$ cat src/rtl/cpu_ctrl_if.sv
// Signal bundle between cpu_ctrl_fsm (master) and its fetch/ALU/regfile/data-memory side (slave).
// Handshake: req stays high from its first cycle until ack is sampled high on a rising edge; the transfer
// completes on that edge (ack in the first req cycle = zero wait states); ack while req is low is ignored.
interface cpu_ctrl_if #(
  parameter int PC_W = 8
);
  logic            imem_req;
  logic [PC_W-1:0] imem_addr;
  logic            imem_ack;
  logic [15:0]     imem_rdata;
  logic [1:0]      fmt_op;
  logic [15:0]     ir;
  logic [2:0]      alu_op;
  logic            alu_zero;
  logic            rf_we;
  logic [1:0]      rf_wsel;
  logic            dmem_req;
  logic            dmem_we;
  logic            dmem_ack;
  logic [PC_W-1:0] pc;
  logic            halted;
  logic [2:0]      state_dbg;

  modport master (
    output imem_req, imem_addr, fmt_op, ir, alu_op, rf_we, rf_wsel,
           dmem_req, dmem_we, pc, halted, state_dbg,
    input  imem_ack, imem_rdata, alu_zero, dmem_ack
  );

  modport slave (
    input  imem_req, imem_addr, fmt_op, ir, alu_op, rf_we, rf_wsel,
           dmem_req, dmem_we, pc, halted, state_dbg,
    output imem_ack, imem_rdata, alu_zero, dmem_ack
  );
endinterface

$ cat src/rtl/cpu_ctrl_fsm.sv
// Multi-cycle CPU control FSM: FETCH -> DECODE -> EXEC -> (MEM) -> (WB), all outputs registered.
// Optional macro HALT_INSN_EN: fmt 11 func 111 enters HALT (otherwise it is a NOP and halted is 0).
module cpu_ctrl_fsm #(
  parameter int PC_W = 8
) (
  input  logic       clk,
  input  logic       rst,
  cpu_ctrl_if.master bus
);
  typedef enum logic [2:0] {
    S_FETCH  = 3'd0,
    S_DECODE = 3'd1,
    S_EXEC   = 3'd2,
    S_MEM    = 3'd3,
    S_WB     = 3'd4,
    S_HALT   = 3'd5
  } state_t;

  state_t          state;
  logic [PC_W-1:0] pc;
  logic [15:0]     ir;
  logic            imem_req;
  logic            dmem_req;
  logic            dmem_we;
  logic            rf_we;
  logic [1:0]      rf_wsel;
  logic [1:0]      fmt;
  logic [2:0]      func;
  logic [PC_W-1:0] jmp_target;

  assign fmt  = ir[15:14];
  assign func = ir[13:11];

  // Branch/jump target is the low instruction byte, zero-extended for wide PCs.
  generate
    if (PC_W > 8) begin : g_target_ext
      assign jmp_target = {{(PC_W-8){1'b0}}, ir[7:0]};
    end else begin : g_target_trunc
      assign jmp_target = ir[PC_W-1:0];
    end
  endgenerate

`ifdef HALT_INSN_EN
  logic halted;
`endif

  always_ff @(posedge clk) begin
    if (rst) begin
      state    <= S_FETCH;
      pc       <= '0;
      ir       <= '0;
      imem_req <= 1'b0;
      dmem_req <= 1'b0;
      dmem_we  <= 1'b0;
      rf_we    <= 1'b0;
      rf_wsel  <= 2'd0;
`ifdef HALT_INSN_EN
      halted   <= 1'b0;
`endif
    end else begin
      rf_we <= 1'b0;
      case (state)
        S_FETCH: begin
          // After reset FETCH is entered with req low; raise it first so a stale ack is never taken.
          if (!imem_req) begin
            imem_req <= 1'b1;
          end else if (bus.imem_ack) begin
            imem_req <= 1'b0;
            ir       <= bus.imem_rdata;
            pc       <= pc + PC_W'(1);
            state    <= S_DECODE;
          end
        end
        S_DECODE: state <= S_EXEC;
        S_EXEC: begin
          if (fmt != 2'b11) begin
            state   <= S_WB;
            rf_we   <= 1'b1;
            rf_wsel <= 2'd0;
          end else begin
            case (func)
              3'b000: begin
                state   <= S_WB;
                rf_we   <= 1'b1;
                rf_wsel <= 2'd1;
              end
              3'b001, 3'b010: begin
                state    <= S_MEM;
                dmem_req <= 1'b1;
                dmem_we  <= (func == 3'b010);
              end
              3'b011: begin
                if (bus.alu_zero) pc <= jmp_target;
                state    <= S_FETCH;
                imem_req <= 1'b1;
              end
              3'b100: begin
                pc       <= jmp_target;
                state    <= S_FETCH;
                imem_req <= 1'b1;
              end
`ifdef HALT_INSN_EN
              3'b111: begin
                state  <= S_HALT;
                halted <= 1'b1;
              end
`endif
              default: begin
                state    <= S_FETCH;
                imem_req <= 1'b1;
              end
            endcase
          end
        end
        S_MEM: begin
          if (bus.dmem_ack) begin
            dmem_req <= 1'b0;
            dmem_we  <= 1'b0;
            if (dmem_we) begin
              state    <= S_FETCH;
              imem_req <= 1'b1;
            end else begin
              state   <= S_WB;
              rf_we   <= 1'b1;
              rf_wsel <= 2'd2;
            end
          end
        end
        S_WB: begin
          state    <= S_FETCH;
          imem_req <= 1'b1;
        end
        S_HALT: state <= S_HALT;
        default: begin
          state    <= S_FETCH;
          imem_req <= 1'b1;
        end
      endcase
    end
  end

  assign bus.imem_req  = imem_req;
  assign bus.imem_addr = pc;
  assign bus.pc        = pc;
  assign bus.ir        = ir;
  assign bus.fmt_op    = fmt;
  assign bus.alu_op    = func;
  assign bus.rf_we     = rf_we;
  assign bus.rf_wsel   = rf_wsel;
  assign bus.dmem_req  = dmem_req;
  assign bus.dmem_we   = dmem_we;
  assign bus.state_dbg = state;
`ifdef HALT_INSN_EN
  assign bus.halted    = halted;
`else
  assign bus.halted    = 1'b0;
`endif
endmodule

$ cat src/flat_wrapper.sv
// flat-port wrapper written by rule: the top's interface ports become plain ports
module cpu_ctrl_fsm_flat 
#(
  parameter int PC_W = 8
)
  (clk, rst, bus_imem_req, bus_imem_addr, bus_fmt_op, bus_ir, bus_alu_op, bus_rf_we, bus_rf_wsel, bus_dmem_req, bus_dmem_we, bus_pc, bus_halted, bus_state_dbg, bus_imem_ack, bus_imem_rdata, bus_alu_zero, bus_dmem_ack);
  cpu_ctrl_if #(.PC_W(PC_W)) bus_i ();
  input  logic clk;
  input  logic rst;
  output wire logic [$bits(bus_i.imem_req)-1:0] bus_imem_req;
  output wire logic [$bits(bus_i.imem_addr)-1:0] bus_imem_addr;
  output wire logic [$bits(bus_i.fmt_op)-1:0] bus_fmt_op;
  output wire logic [$bits(bus_i.ir)-1:0] bus_ir;
  output wire logic [$bits(bus_i.alu_op)-1:0] bus_alu_op;
  output wire logic [$bits(bus_i.rf_we)-1:0] bus_rf_we;
  output wire logic [$bits(bus_i.rf_wsel)-1:0] bus_rf_wsel;
  output wire logic [$bits(bus_i.dmem_req)-1:0] bus_dmem_req;
  output wire logic [$bits(bus_i.dmem_we)-1:0] bus_dmem_we;
  output wire logic [$bits(bus_i.pc)-1:0] bus_pc;
  output wire logic [$bits(bus_i.halted)-1:0] bus_halted;
  output wire logic [$bits(bus_i.state_dbg)-1:0] bus_state_dbg;
  input wire logic [$bits(bus_i.imem_ack)-1:0] bus_imem_ack;
  input wire logic [$bits(bus_i.imem_rdata)-1:0] bus_imem_rdata;
  input wire logic [$bits(bus_i.alu_zero)-1:0] bus_alu_zero;
  input wire logic [$bits(bus_i.dmem_ack)-1:0] bus_dmem_ack;
  assign bus_imem_req = bus_i.imem_req;
  assign bus_imem_addr = bus_i.imem_addr;
  assign bus_fmt_op = bus_i.fmt_op;
  assign bus_ir = bus_i.ir;
  assign bus_alu_op = bus_i.alu_op;
  assign bus_rf_we = bus_i.rf_we;
  assign bus_rf_wsel = bus_i.rf_wsel;
  assign bus_dmem_req = bus_i.dmem_req;
  assign bus_dmem_we = bus_i.dmem_we;
  assign bus_pc = bus_i.pc;
  assign bus_halted = bus_i.halted;
  assign bus_state_dbg = bus_i.state_dbg;
  assign bus_i.imem_ack = bus_imem_ack;
  assign bus_i.imem_rdata = bus_imem_rdata;
  assign bus_i.alu_zero = bus_alu_zero;
  assign bus_i.dmem_ack = bus_dmem_ack;
  cpu_ctrl_fsm #(.PC_W(PC_W)) u_core (.clk(clk), .rst(rst), .bus(bus_i));
endmodule
$ cat config.mk
export PLATFORM = sky130hd
export DESIGN_NAME = cpu_ctrl_fsm_flat
export DESIGN_NICKNAME = d
export VERILOG_FILES = /design/src/rtl/cpu_ctrl_if.sv /design/src/rtl/cpu_ctrl_fsm.sv /design/src/flat_wrapper.sv
export SDC_FILE = /design/constraint.sdc
export NUM_CORES = 1
export LEC_CHECK = 0
export CAP_MARGIN = 20
export CORE_UTILIZATION = 35
export CTS_CLUSTER_DIAMETER = 40
export DETAILED_ROUTE_END_ITERATION = 10
export PLACE_DENSITY = 0.67
export SLEW_MARGIN = 20
export SYNTH_ARGS = -nofsm -noshare
export SYNTH_HDL_FRONTEND = slang
export SYNTH_SLANG_ARGS = --single-unit
export TNS_END_PERCENT = 20
$ cat constraint.sdc
create_clock -name clk -period 1.9 [get_ports clk]
set_input_delay 0.38 -clock clk [delete_from_list [all_inputs] [get_ports clk]]
set_output_delay 0.38 -clock clk [all_outputs]
set_load 0.05 [all_outputs]
==> qor.yml <==
track_usage_pct: 17.77
rsz0062_at_grt: "no"
hold_viol: 0
power_density_mw_per_mm2: 692.9
cp_slowest_cell: "clkdlybuf4s50_1"
yosys_warnings: 0
synth_largest_area_cell: "dfxtp_1"
clock_latency_ns: 0.29
maxCapViolations: 0
first_global_vias: 1527
ant_nets: 0
dieArea_sq_mm: 0.005148
routed_wl_mm: 4.539
synth_area_sq_mm: 0.001703
worstReg2RegStart: "u_core.bus.state_dbg[2]"
final_nets: 295
yosysTopAreaCellShare_pct: 38.80
clock_sinks: 33
hp-start: "u_core.bus.ir[9]"
post_drt_wl_per_cell_microns: 13.84
start_util_pct: 36.29
grt_max_degree: 23
viasPerCell: 5.296
drive_gt1_share_pct: 22.99
tightest_slew_ns: 0.6775
cpPeakStageDelay_ns: 0.81
r2r_slack_ns: 0.19
dieHeight_microns: 71.75
pin_count: 68
diodes: 0
syn_nets: 237
timing.rr.end: "u_core.bus.imem_addr[3]"
grt_overflow_total: 0
max_freq_mhz: 541.2
htreeDepth: 2
min_to: "u_core.bus.ir[9]"
clk_pin_slew_ns: 0.07
maxSlewHeadroom_pct: 54.83
arrival_ns: 1.47
cts_buffer_depth: 2
critPathRequiredTime_ns: 1.52
place_congestion: 0.8302
synthToLayoutAreaGrowth_pct: 37.91
synth_edf_count: 0
rows: 25
slew_viol_final: 0
path_cells: "clkdlybuf4s50_1"
end_kind: "output pin"
cts-root-buf: "clkbuf_8"
start_kind: "flop"
antenna_found_initial: 0
io_buffer_count: 66
ir_drop_v: 0.0004321
criticalPathCategory: "flop to output pin"
stdcell_area_sq_mm: 0.002349
fp.dieW_microns: 71.75
final_common_cell: "buf_4"
async_flop_share_pct: 0
synth_area_per_cell_sq_um: 7.920
status: "finished, final reports clean"
ys_ff_latch: 33
drtIter0Drc: 129
cts_made_buffers: 5
holdPathStages: 2
cts_tree: "done"
post_cts.repair.setup_buffers: 0
dr.pass1.iters: 5
hp-class: "flop to flop"
p_leak_nw: 0.9050
fin_skew_ns: 0.005682
synth_top_flop_cell: "dfxtp_1"
layout_common_cells: "buf_4 (48), nand2_1 (43), dfxtp_1 (32)"
ys_seq_area_share_pct: 38.80
setup-tns-final_ns: 0
place_area_sq_mm: 0.002266
ctsResizeCount: 0
cp_max_fo: 3
worst-r2r-cell-count: 4
core_sq_mm: 0.004692
period_needed_ns: 1.848
setup_viol: 0
period_share_pct: 97.25
synth_cell_types: 51
grt_pass1_wl_mm: 7.120
via_count: 1737
netlist_instances: 215
crit_buf_inv: 1
dp_hpwl_mm: 3.203
crit_family: "buffers and inverters"
drc: 0
hold_buffers: 0
synth_area_leaders: "dfxtp_1 (39%), nand2_1 (9.5%), a21oi_1 (8.8%)"
==> cell families (layout without fill, tap and decap cells) <==
kind of cell,count (synthesis),after routing,synth area share (%)
buffers and inverters,31,90,10.87
and+or+nand+nor,82,82,24.91
other,1,1,0.2202
xor gates and xnor gates,1,1,0.5144
AOI/OAI and AO/OA,66,66,23.95
DFF,33,33,38.79
adders and majority gates,1,1,0.7346
==> cell type report <==
type	instances	area [sq um]
Fill cell	480	2344
Clock buffer	6	72.57
Timing Repair Buffer	77	660.6
Clock inverter	2	10.01
Inverter	5	18.77
Tap cell	54	67.56
Multi-Input combinational cell	151	857.1
Sequential cell	33	661.9
==> flip-flops by register name, indices dropped and copies added (netlist names) <==
signal	cells
u_core.bus.ir	16
u_core.bus.imem_addr	8
u_core.bus.state_dbg	3
u_core.bus.rf_wsel	2
u_core.bus.dmem_req	1
u_core.bus.dmem_we	1
u_core.bus.imem_req	1
u_core.bus.rf_we	1
==> per-stage QoR <==
step / std cells / total power, W / util, % / hold WS, ns / worst slack [ns]
after global routing: 328 / 0.001686 / 50.05 / 0.4895 / 0.01597
final: 328 / 0.001627 / 50.05 / 0.4538 / 0.05226
after CTS: 328 / 0.001638 / 50.05 / 0.4586 / 0.04971
after global placement: 320 / 0.001129 / 48.29 / 0.4421 / -0.09281
after detailed placement: 320 / 0.001131 / 48.29 / 0.4486 / -0.08986
after floorplan: 215 / 0.001001 / - / 0.4961 / 0.02133
==> worst max-delay path by stage <==
| stage | start | to | slack (ns) | cells past startpoint |
|---|---|---|---|---|
| final | u_core.bus.ir[7] | bus_ir[7] | 0.05 | 1 |
| after global routing | u_core.bus.ir[7] | bus_ir[7] | 0.02 | 1 |
| after CTS | u_core.bus.ir[7] | bus_ir[7] | 0.05 | 1 |
| after detailed placement | bus_imem_ack | u_core.bus.imem_addr[7] | -0.09 | 5 |
| after global placement | bus_imem_ack | u_core.bus.imem_addr[7] | -0.09 | 5 |
| after floorplan | u_core.bus.ir[11] | u_core.bus.imem_addr[2] | 0.02 | 6 |
==> cell usage after synthesis, types with 2 or more instances <==
| cell type | n |
|---|---|
| nand2_1 | 43 |
| dfxtp_1 | 33 |
| a21oi_1 | 30 |
| buf_4 | 14 |
| o21ai_0 | 8 |
| a31oi_1 | 6 |
| buf_2 | 6 |
| inv_1 | 5 |
| nand3_1 | 5 |
| clkbuf_1 | 4 |
| nor2_1 | 4 |
| nor3_1 | 4 |
| o311ai_1 | 4 |
| o31ai_1 | 4 |
| a41oi_1 | 2 |
| and2_1 | 2 |
| and3_1 | 2 |
| nand4_1 | 2 |
| nand4b_1 | 2 |
| nor4_1 | 2 |
| o21ai_1 | 2 |
| or4_1 | 2 |
==> power by group <==
part / internal, W / total (W) / switching [W]
logic: 0.000133 / 0.000364 / 0.000231
clock network: 0.000254 / 0.000511 / 0.000257
registers: 0.000718 / 0.000752 / 0.0000340
==> routing by layer <==
metal / global-route usage (%) / vias up / wire (microns) / share of wire [%]
met5: 0 / - / 0 / 0
met4: 8.497 / 0 / 69 / 1.5
met3: 4.219 / 9 / 311 / 6.9
met2: 26.10 / 78 / 1991 / 44
met1: 24.46 / 768 / 2166 / 48
li1: - / 882 / - / -
No activity file was read; power rests on OpenSTA's default activity.
